**src/rtl/alu_arbiter.sv**
```systemverilog
// rtl/alu_arbiter.sv - two-requester round-robin arbiter in front of the shared combinational alu
module alu_arbiter #(
    parameter int NB_DATA = 8,
    parameter int NB_OP   = 6
) (
    input  logic               i_clock,
    input  logic               i_reset,
    input  logic               i_req_valid_0,
    input  logic               i_req_valid_1,
    input  logic [NB_DATA-1:0] i_data_a_0,
    input  logic [NB_DATA-1:0] i_data_a_1,
    input  logic [NB_DATA-1:0] i_data_b_0,
    input  logic [NB_DATA-1:0] i_data_b_1,
    input  logic [NB_OP-1:0]   i_op_0,
    input  logic [NB_OP-1:0]   i_op_1,
    output logic               o_req_ready_0,
    output logic               o_req_ready_1,
    output logic [NB_DATA-1:0] o_alu_data_a,
    output logic [NB_DATA-1:0] o_alu_data_b,
    output logic [NB_OP-1:0]   o_alu_op,
    input  logic [NB_DATA-1:0] i_alu_result,
    output logic [NB_DATA-1:0] o_result,
    output logic               o_res_valid_0,
    output logic               o_res_valid_1,
    input  logic               i_res_ready_0,
    input  logic               i_res_ready_1,
    output logic               o_busy,
    output logic               o_grant
);

    typedef enum logic [1:0] {IDLE, EXEC, DONE} state_t;

    state_t             state_q, state_d;
    logic               last_q, last_d;
    logic               grant_q, grant_d;
    logic               rv0_q, rv0_d;
    logic               rv1_q, rv1_d;
    logic [NB_DATA-1:0] a_q, a_d;
    logic [NB_DATA-1:0] b_q, b_d;
    logic [NB_DATA-1:0] res_q, res_d;
    logic [NB_OP-1:0]   op_q, op_d;
    logic               any_req;
    logic               winner;

    always_ff @(posedge i_clock) begin
        if (!i_reset) begin
            state_q <= IDLE;
            last_q  <= 1'b1;    // requester 0 wins the first tie
            grant_q <= 1'b0;
            rv0_q   <= 1'b0;
            rv1_q   <= 1'b0;
            a_q     <= '0;
            b_q     <= '0;
            op_q    <= '0;
            res_q   <= '0;
        end else begin
            state_q <= state_d;
            last_q  <= last_d;
            grant_q <= grant_d;
            rv0_q   <= rv0_d;
            rv1_q   <= rv1_d;
            a_q     <= a_d;
            b_q     <= b_d;
            op_q    <= op_d;
            res_q   <= res_d;
        end
    end

    always_comb begin
        state_d       = state_q;
        last_d        = last_q;
        grant_d       = grant_q;
        rv0_d         = rv0_q;
        rv1_d         = rv1_q;
        a_d           = a_q;
        b_d           = b_q;
        op_d          = op_q;
        res_d         = res_q;
        o_req_ready_0 = 1'b0;
        o_req_ready_1 = 1'b0;
        any_req       = i_req_valid_0 | i_req_valid_1;
        winner        = (i_req_valid_0 && i_req_valid_1) ? ~last_q : i_req_valid_1;

        case (state_q)
            IDLE: begin
                // ready is suppressed while reset is held so no handshake is seen
                if (any_req && i_reset) begin
                    o_req_ready_0 = ~winner;
                    o_req_ready_1 = winner;
                    grant_d       = winner;
                    last_d        = winner;
                    a_d           = winner ? i_data_a_1 : i_data_a_0;
                    b_d           = winner ? i_data_b_1 : i_data_b_0;
                    op_d          = winner ? i_op_1 : i_op_0;
                    state_d       = EXEC;
                end
            end
            EXEC: begin
                res_d   = i_alu_result;
                rv0_d   = ~grant_q;
                rv1_d   = grant_q;
                state_d = DONE;
            end
            DONE: begin
                if (grant_q ? i_res_ready_1 : i_res_ready_0) begin
                    rv0_d   = 1'b0;
                    rv1_d   = 1'b0;
                    state_d = IDLE;
                end
            end
            default: state_d = IDLE;
        endcase
    end

    assign o_alu_data_a  = a_q;
    assign o_alu_data_b  = b_q;
    assign o_alu_op      = op_q;
    assign o_result      = res_q;
    assign o_res_valid_0 = rv0_q;
    assign o_res_valid_1 = rv1_q;
    assign o_grant       = grant_q;
    assign o_busy        = (state_q != IDLE);

endmodule

```
**config.mk**
```make
export PLATFORM = sky130hd
export DESIGN_NAME = alu_arbiter
export DESIGN_NICKNAME = d
export VERILOG_FILES = /design/src/rtl/alu_arbiter.sv
export SDC_FILE = /design/constraint.sdc
export NUM_CORES = 1
export LEC_CHECK = 0
export CORE_MARGIN = 4
export CORE_UTILIZATION = 35
export DETAILED_ROUTE_END_ITERATION = 16
export GPL_ROUTABILITY_DRIVEN = 0
export PLACE_DENSITY = 0.74
export RECOVER_POWER = 25
export SLEW_MARGIN = 20
export SYNTH_ARGS = -nofsm -noshare
export SYNTH_HDL_FRONTEND = slang
export SYNTH_SLANG_ARGS = --single-unit
```
**constraint.sdc**
```tcl
create_clock -name i_clock -period 1.2 [get_ports i_clock]
set_input_delay 0.24 -clock i_clock [delete_from_list [all_inputs] [get_ports i_clock]]
set_output_delay 0.24 -clock i_clock [all_outputs]
set_load 0.01 [all_outputs]
```
; Word-level counts from Yosys, hierarchy flattened
; Index checks and enable logic that the tools add are counted.
; Widths: inputs -> output; s select.
[word_totals]
out_inout_bits = 36
regBits = 36
in_bits = 58
elab_cells = 40
[classes]
mux = 15
n_bitwise = 4
reduce_logical = 8
n_eq_ne = 4
[op_table]
columns = cell, n
row1 = $mux 8, 2
row2 = $mux 1, 7
row3 = $mux 6, 1
row4 = $pmux 2 s3, 1
row5 = $reduce_and 2->1, 3
row6 = $mux 2, 2
row7 = $ne 2x2->1 const B, 2
row8 = $pmux 1 s2, 2
row9 = $reduce_bool 2->1, 2
row10 = $not 1->1, 3
row11 = $eq 2x1->1 const B, 1
row12 = $eq 2x2->1 const B, 1
row13 = $logic_and 1x1->1, 2
row14 = $logic_not 2->1, 1
row15 = $or 1x1->1, 1

; Logic depth before layout (Yosys ltp)
; Gate-level depths: netlist (run 1).
[depth]
ltp_word = 5
ltp_mapped = 6
mapped_depth_nobuf = 4

; Least setup slack after synthesis (run 1)
; Ideal clock, no wire load.
[synth_timing]
path_type = register to output
startpoint = register state_q[0]
endpoint = output o_req_ready_1
stages_incl_launch_ff = 5
required_ps = 960
t_arrival_ps = 1026
slack_ps = -66
n_path_buf = 1
path_cell_list = dfxtp_1 nor3b_4 buf_6 nand3_1 inv_1
[synth_between]
elab_chain_len = 2
[synth_rtl]
columns = item, line
row1 = start: declaration, 33  ; state_t state_q, state_d;
row2 = start signal: assignment, 57  ; state_q <= state_d;
row3 = $logic_not 2->1, 84  ; case (state_q)
row4 = $mux 1, 84
row5 = end: declaration, 17  ; output logic o_req_ready_1,
; Every way passes these cells.

; Worst setup path in the final report (run 1)
[layout_timing]
startpoint = register state_q[0]
endpoint = output o_req_ready_0
[layout_between]
elab_chain_len = 2
[layout_rtl]
columns = item, line
row1 = $logic_not 2->1, 84
row2 = $mux 1, 84
row3 = end: declaration, 16  ; output logic o_req_ready_0,
; Every way passes these cells.

==> impl.org, run 1 <==
** Hold path
- Hold path depth :: 2
- Worst hold path type :: input port to register

** Clocking
- For this design, the CTS-stage hold fixing added 0 buffers.
- Root buffer cell :: sky130_fd_sc_hd__clkbuf_8
- Register clock-pin slew on the reported worst setup and hold paths :: about 80 ps
- H-tree Lvls :: 2
- In this run the deepest clock path goes through 2 buffers.
- Sinks on the clock net :: 36
- Clock tree synthesis inserted a total of 5 buffers.
- TritonCTS clock tree :: yes
- Clock latency at the later pin of the worst-skew pair :: slightly below 300 ps

** Synth
- Synth cell types :: 26
- Average cell area after synthesis :: between 8 and 9 µm²
- Of the post-synthesis cell area, the dominant cell type holds 0.414.
- Sequential-to-total area share from yosys stat :: 0.414
- Synthesized net count :: roughly 250
- In this run, synthesis produced a sequential element count of 36.
- The biggest area contributor in the post-synthesis netlist is sky130_fd_sc_hd__dfxtp_1.
- During synthesis, Yosys emitted a total of 0 warnings.
- Leading cell types by total area after synthesis :: sky130_fd_sc_hd__dfxtp_1 41%, sky130_fd_sc_hd__a311oi_2 16%, sky130_fd_sc_hd__nand2_1 13%
- The cell count after synthesis came out at ~190.
- The mapped netlist covers 1740 µm².

** Timing
- Max Clk Rate :: around 680 MHz
- For the finished layout, the period the worst path requires is 1480 ps.
- Setup TNS :: -4480 ps
- Measured against its own limit, the worst slew margin works out to 0.814.
- Setup repair after global routing could not meet its margin everywhere.
- Worst Setup Slack, final :: -275 ps
- Worst Hold Slack :: 370 ps
- Of the available clock period, the critical path in the final layout requires 1.23.
- # setup viols final :: 27
- At the pin with the least slew margin, the transition time is around 270 ps.
- The total count of hold-check failures in the final report is 0.
- Slew Viols, Final :: 0
- Across the routed clock network, the largest skew measured is around 9.6 ps.

** Route
- Final antenna-violating net count :: 0
- Residual DRC count :: 0
- Dividing the detail-routed wire length by the instance count gives approximately 13 µm.
- For this block, the initial DRC count from the detailed router was 40.
- DRT Wirelength :: about 5000 µm
- Routed vias/inst :: between 4 and 5
- The first detailed-routing pass took 4 iterations.
- For this block, the via count after detailed routing is ~1,800.

** Critical path
- In this run the worst path has a maximum fanout of 2.
- WP data required :: 960 ps
- Critical path capture point type :: output port
- Start-to-end type of the worst setup path :: register to output port
- Delay of the slowest critical-path stage :: approximately 340 ps
- Data arrival time of the worst path :: approximately 1200 ps
- For the worst flop-to-flop path, the logic depth is 8.
- Type of origin of the critical path :: register
- The number of buffers and inverters on the critical path is 2.
- The critical path crosses 5 cells after its start point.
- Among cell families on the critical path, the largest total delay comes from flip-flops.
- Standard cell with the maximum stage delay on the critical path :: sky130_fd_sc_hd__dfxtp_2
- Walking the worst path, the cells encountered are nor3b_4, buf_6, nand2_4, nor2_1, buf_2.

** Finish
- In the final layout, the multi-input gates occupy ~910 µm².
- Final design area excluding fillers :: 3050 µm²
- Of the cells placed in the final design, the portion with a size suffix greater than 1 is 0.253.
- Counting the fill cells in the layout gives 442.
- The finished layout holds approximately 380 standard cells, fillers aside.
- Nets :: roughly 370
- Compared with the post-synthesis result, the final layout area differs by 74.9%.
- The number of antenna diodes in the final layout is 0.
- Sequential Area :: between 700 and 800 µm²

** Floorplan
- Boundary Pins :: 94
- After floorplanning, the core was divided into 25 placement rows.
- Area enclosed by the die boundary :: between 6000 and 7000 µm²
- The floorplan step defined a core boundary enclosing approximately 4800 µm².
- The floorplan step set the die height to between 70 and 80 µm.
- Effective utilization at floorplan :: 0.364
- Chip Width :: around 80 µm

** GRT
- The number of global-route vias before repair was roughly 1,700.
- In this run the most used layer during global routing was met2.
- Maximum number of pins on one net before global-route repair :: 18
- Sum of overflow across all layers after global routing :: 0
- In the global route stage, met1 resource usage came out at 0.183.
- The first global-routing pass estimated approximately 7800 µm of wire.
- Met2 Track Usage GR :: 0.267
- GRT Resource Usage Total :: 0.158
- Fraction of met3 tracks used by global routing :: 0.0722
- Number of antenna violations at the first check in global routing :: 0

** Place
- Once detailed placement completed, the half-perimeter wirelength came to 3750 µm.
- Once placement finished, the instance area stood at roughly 2900 µm².
- During placement, the flow inserted port buffers numbering 93.
- Number of placed instances, taps included :: 360

** Power and ir drop
- IR analysis of the VDD net gives a maximum drop of about 0.49 mV.
- The design draws 3.32 mW.
- In this run the power density over the cells is 1090 nW/µm².
- Cell leakage power :: between 1 and 1.5 nW

** Run status
- Status :: finished with violations
- Violations in the final reports :: negative setup slack

** Job
- Across the run, the number of max-cap violations was 0.
layout by cell type, fill, tap and decap left out, types with 2 or more instances in the layout:
cell / count
sky130_fd_sc_hd__buf_2: 2
sky130_fd_sc_hd__a311oi_2: 21
sky130_fd_sc_hd__nand2_1: 61
sky130_fd_sc_hd__clkdlybuf4s50_1: 54
sky130_fd_sc_hd__nor2_1: 2
sky130_fd_sc_hd__dlygate4sd2_1: 31
sky130_fd_sc_hd__clkbuf_8: 6
sky130_fd_sc_hd__o21ai_2: 2
sky130_fd_sc_hd__nand3_1: 2
sky130_fd_sc_hd__buf_4: 15
sky130_fd_sc_hd__dfxtp_1: 32
sky130_fd_sc_hd__inv_2: 3
sky130_fd_sc_hd__buf_12: 5
sky130_fd_sc_hd__buf_6: 6
sky130_fd_sc_hd__dfxtp_2: 4
sky130_fd_sc_hd__clkdlybuf4s15_1: 4
sky130_fd_sc_hd__clkbuf_1: 3
sky130_fd_sc_hd__buf_8: 2
sky130_fd_sc_hd__o21ai_0: 3
sky130_fd_sc_hd__a21oi_1: 32
area by class of cell:
cell class	count	area share
repair buffers	122	0.397
multi-input cells	137	0.299
flip-flops and latches	36	0.238
clock buffers	8	0.0296
well taps	67	0.0275
inverters	5	0.00863
synth_stat cells:
master                     number
sky130_fd_sc_hd__a221oi_1       1
sky130_fd_sc_hd__nor3b_4        1
sky130_fd_sc_hd__nand2_2        1
sky130_fd_sc_hd__a21oi_1       33
sky130_fd_sc_hd__a311oi_2      19
sky130_fd_sc_hd__dfxtp_1       36
sky130_fd_sc_hd__clkbuf_8       5
sky130_fd_sc_hd__clkbuf_1       1
sky130_fd_sc_hd__nor2_1         2
sky130_fd_sc_hd__inv_1          4
sky130_fd_sc_hd__buf_1          2
sky130_fd_sc_hd__nand2_1       61
sky130_fd_sc_hd__nor2b_1        1
sky130_fd_sc_hd__nand2b_1       1
sky130_fd_sc_hd__buf_2          4
sky130_fd_sc_hd__a21boi_2       1
sky130_fd_sc_hd__mux2i_1        1
sky130_fd_sc_hd__o221ai_1       1
sky130_fd_sc_hd__a21bo_2        1
sky130_fd_sc_hd__buf_6          4
sky130_fd_sc_hd__or3b_2         1
sky130_fd_sc_hd__o21ai_0        5
sky130_fd_sc_hd__nand3_1        3
sky130_fd_sc_hd__a311oi_1       3
sky130_fd_sc_hd__inv_4          1
sky130_fd_sc_hd__or2_0          1
metrics by stage:
step | util | setup WS (ps)
finish | 0.636 | -275
global route | 0.636 | -345
CTS | 0.630 | -260
detailed placement | 0.599 | -922
global placement | 0.599 | -900
floorplan | - | -1.51
worst paths after layout:
check	slack [ps]	to	startpoint
worst max-delay path	-280	o_req_ready_0	state_q[0]$_SDFFE_PN0P_
worst max register to register	-190	o_alu_op[2]$_SDFFE_PN0P_	state_q[0]$_SDFFE_PN0P_
worst min register to register	450	o_result[1]$_SDFFE_PN0P_	o_result[1]$_SDFFE_PN0P_
worst min-delay path	370	last_q$_SDFFE_PN1P_	i_reset
sequential cells by signal (all words and copies together), names as in the netlist:
name           cells
o_res_valid_1      1
state_q            2
o_alu_data_a       8
o_alu_op           6
o_res_valid_0      1
o_grant            1
o_result           8
last_q             1
o_alu_data_b       8
routing by layer:
metal | vias up | part of all wire
li1 | 912 | -
met1 | 805 | 0.42
met2 | 67 | 0.47
met3 | 7 | 0.10
met4 | 0 | 0.0088
met5 | - | 0
cells by family (layout without fill, tap and decap cells):
kind of cell,Yosys count,after routing,share of synthesized area
and+or+nand+nor,72,72,0.175
buffers and inverters,21,135,0.0955
muxes,1,1,0.00575
AOI/OAI and AO/OA,64,64,0.310
DFF,36,36,0.414
what timing repair did:
action | in CTS | in global routing
gates cloned | 2 | 0
buffers inserted | 4 | 1
pin swaps | 7 | 1
setup endpoints to repair | 62 | 35
resized for setup | 67 | 19
report_power, final:
| group | leakage (nW) | internal [mW] | total, mW | switching [mW] |
|---|---|---|---|---|
| registers | 0.297 | 1.31 | 1.37 | 0.0602 |
| clock network | 0.0455 | 0.468 | 0.886 | 0.418 |
| logic | 0.926 | 0.599 | 1.06 | 0.465 |
| total | 1.27 | 2.37 | 3.32 | 0.943 |
Note: power is estimated with default switching activity, not from simulation.
==> run 2, diff against run 1 <==
--- a/config.mk
+++ b/config.mk
@@ -5,12 +5,13 @@
 export SDC_FILE = /design/constraint.sdc
 export NUM_CORES = 1
 export LEC_CHECK = 0
-export CORE_MARGIN = 4
+export CORE_MARGIN = 2
 export CORE_UTILIZATION = 35
 export DETAILED_ROUTE_END_ITERATION = 16
 export GPL_ROUTABILITY_DRIVEN = 0
 export PLACE_DENSITY = 0.74
 export RECOVER_POWER = 25
+export REMOVE_ABC_BUFFERS = 1
 export SLEW_MARGIN = 20
 export SYNTH_ARGS = -nofsm -noshare
 export SYNTH_HDL_FRONTEND = slang
==> run 2 against run 1 <==
Net effect: the flow still finishes with violations (negative setup slack); first-iteration DRC count up 35%; combinational power increased by 9%; largest cell class unchanged; cell count grew 0.80%; worst setup slack got worse by 20 ps; critical path depth did not move; clock-buffer cell count fell by 2.
==> impl.org, run 2 (synthesized netlist as in run 1, its figures left out) <==
** Finish
- The number of fillers in the final layout came to 407 (-7.9%).
- The number of antenna diodes is 0 (unchanged).
- Compared with the post-synthesis result, the final layout area differs by 83.3%.
- Non-Filler Instances :: 378 (+0.80%)
- Leaving out fill and tap cells, the most frequent cell in the layout is sky130_fd_sc_hd__nand2_1.
- Area of the multi-input gates :: 1020 µm² (+12%)
- Nets :: 368 (+0.82%)
- The final core area utilization is 0.671 (+0.0350).
- Ratio of cells with drive above 1 in the final layout :: 0.325 (+0.0715)
- Most used cells in the layout excluding fill and tap cells :: 60 x sky130_fd_sc_hd__nand2_1, 54 x sky130_fd_sc_hd__clkdlybuf4s50_1, 31 x sky130_fd_sc_hd__dfxtp_1
- Sequential Area :: 732 µm² (+0.86%)
- The post-route cell area is 3190 µm² (+4.8%).

** Clocking
- Sinks on the clock net :: 36 (unchanged)
- The total clock buffers created by CTS came to 5 (unchanged).
- Root buffer cell :: sky130_fd_sc_hd__clkbuf_8
- H-tree Lvls :: 2 (unchanged)
- TritonCTS clock tree :: yes
- The clock-pin transition on the worst setup and hold timing paths came to 70 ps (about the same).
- Clock buffer depth :: 2 (unchanged)
- CTS hold repair buffers :: 0 (unchanged)
- Clock latency at the later pin of the worst-skew pair :: 290 ps (about the same)

** Critical path
- Start-to-end type of the worst setup path :: register to output port
- The data required time at the worst endpoint came to 960 ps (about the same).
- STA classifies the critical path endpoint as an output port.
- Critical-path maximum fanout :: 2 (unchanged)
- The path depth of the worst reg2reg path was 7 (-1).
- The data arrival time of the critical path was 1250 ps (about the same).
- Minimum setup slack among reg-to-reg paths :: -220 ps (-30 ps)
- STA classifies the critical path startpoint as a register.

** GRT
- Global-route wire length before repair :: 8010 µm (+2.8%)
- The initial antenna violation count came to 0 (unchanged).
- Vias in the first global route :: 1,752 (+4.4%)
- Maximum number of pins on one net before global-route repair :: 24 (+6)
- GRT Resource Usage Total :: 0.191 (+0.0331)
- Sum of overflow across all layers after global routing :: 0 (unchanged)

** Timing
- # setup viols final :: 27 (unchanged)
- Max Clk Rate :: 669 MHz (-1.3%)
- The number of max-slew violations in the final report came to 0 (unchanged).
- Slew @ Worst Pin :: 236 ps (-35.1 ps)
- Layout Skew :: 3.17 ps (-6.42 ps)
- Share of the clock period used by the worst path :: 1.25 (+0.0163)
- Final hold viol count :: 0 (unchanged)
- Setup repair after global routing could not meet its margin everywhere.
- Min Clock Period, post-route :: 1490 ps (+19.6 ps)
- Normalized max-slew margin :: 0.839 (+0.0255)
- The final setup slack of the worst path was -295 ps (-19.6 ps).

** Place
- Port Buffers :: 93 (unchanged)
- The placed instance count is 361 (+0.28%).
- Standard cell area after detailed placement :: 2850 µm² (-0.66%)
- Worst setup timing slack at the placement stage :: -799 ps (+123 ps)
- Total half-perimeter wirelength after legalization and detailed placement :: 3680 µm (-1.8%)

** Floorplan
- The number of I/O pins was 94 (unchanged).
- Effective utilization at floorplan :: 0.366 (+0.00239)
- Chip Width :: 74.5 µm (-5.1%)
- The area of the placeable core came to 4750 µm² (-0.65%).
- The die outline height was 74.5 µm (-5.1%).
- The floorplan die area came to 5560 µm² (-9.9%).
- Std-Cell Rows :: 25 (unchanged)

** Route
- The detailed-route wire length was 5500 µm (+10%).
- Residual DRC count :: 0 (unchanged)
- Detail-routed net length per standard cell :: 14.6 µm (+9.6%)
- The count of TritonRoute iterations in the first routing pass came to 4 (unchanged).
- The via count normalized by instance count was 4.85 (+1.6%).
- Final antenna-violating net count :: 0 (unchanged)
- Number of design-rule violations left by the first detailed-router iteration :: 54 (+35%)
- The overall via count from detail_route came to 1,834 (+2.4%).

** Power and ir drop
- The power per cell area is 1080 nW/µm² (-0.87%).
- VDD IR max :: 0.498 mV (+0.75%)
- The overall power after layout came to 3.45 mW (+3.9%).
- Cell leakage power :: 1.28 nW (+0.73%)

** Run status
- The run finished, with violations left.
- The final reports fail on negative setup slack.

** Job
- Max-cap violations :: 0 (unchanged)

** Hold path
- The path class of the tightest hold or removal check is register to register.
- The number of cells on the worst hold path was 2 (unchanged).
[run 2: cell count changes in the layout (fill, tap and decap cells not counted), sizes merged]
cell	change
clkinv	+2
dlygate4sd2	-10
clkdlybuf4s15	+4
buf	+4
clkbuf	+3
[run 2: layout make-up]
| class | instances | share of cell area |
|---|---|---|
| Inverter | 5 | 0.0106 |
| Sequential cell | 36 | 0.229 |
| Clock buffer | 6 | 0.0259 |
| Timing Repair Buffer | 125 | 0.385 |
| Multi-Input combinational cell | 137 | 0.320 |
| Tap cell | 67 | 0.0263 |
| Clock inverter | 2 | 0.00314 |
[run 2: power breakdown]
group | internal (mW) | leakage [nW] | switching [mW] | total, mW
Clock | 0.458 | 0.0510 | 0.441 | 0.899
Sequential | 1.30 | 0.298 | 0.0804 | 1.39
Combinational | 0.641 | 0.929 | 0.521 | 1.16
Total | 2.40 | 1.28 | 1.04 | 3.45
[run 2: per-layer routing]
metal / global-route usage / vias to the layer above / share of wire
met2: 0.337 / 73 / 0.51
met4: 0.0714 / 0 / 0.015
li1: - / 916 / -
met3: 0.0623 / 8 / 0.072
met5: 0 / - / 0
met1: 0.215 / 837 / 0.40
[run 2: path summary, 6_finish.rpt]
path	start	endpoint
worst min register to register	o_result[6]$_SDFFE_PN0P_	o_result[6]$_SDFFE_PN0P_
worst min-delay path	o_result[6]$_SDFFE_PN0P_	o_result[6]$_SDFFE_PN0P_
worst max register to register	state_q[1]$_SDFFE_PN0P_	o_alu_data_a[5]$_SDFFE_PN0P_
worst max-delay path	state_q[1]$_SDFFE_PN0P_	o_req_ready_0
[run 2: repair_timing]
action                                  in CTS  in global routing
cloned                                       2                  0
gates resized for setup                     69                 72
setup buffers                                5                  2
hold endpoints to repair                     0                  0
endpoints found under the setup margin      61                 30
pin swaps                                   12                 28
[run 2: critical path, stage by stage (launching register included)]
cell and delay [ps]:
sky130_fd_sc_hd__dfxtp_4 360, sky130_fd_sc_hd__nor3b_4 200, sky130_fd_sc_hd__buf_6 130, sky130_fd_sc_hd__nand2_2 60, sky130_fd_sc_hd__nor2_2 70, sky130_fd_sc_hd__buf_2 140
[run 2: per-stage QoR]
stage | hold slack [ps] | setup TNS, ps
detailed placement | 445 | -18440
global route | 482 | -6540
CTS | 453 | -3780
finish | 449 | -5230
global placement | 441 | -18060
floorplan | 312 | -10850
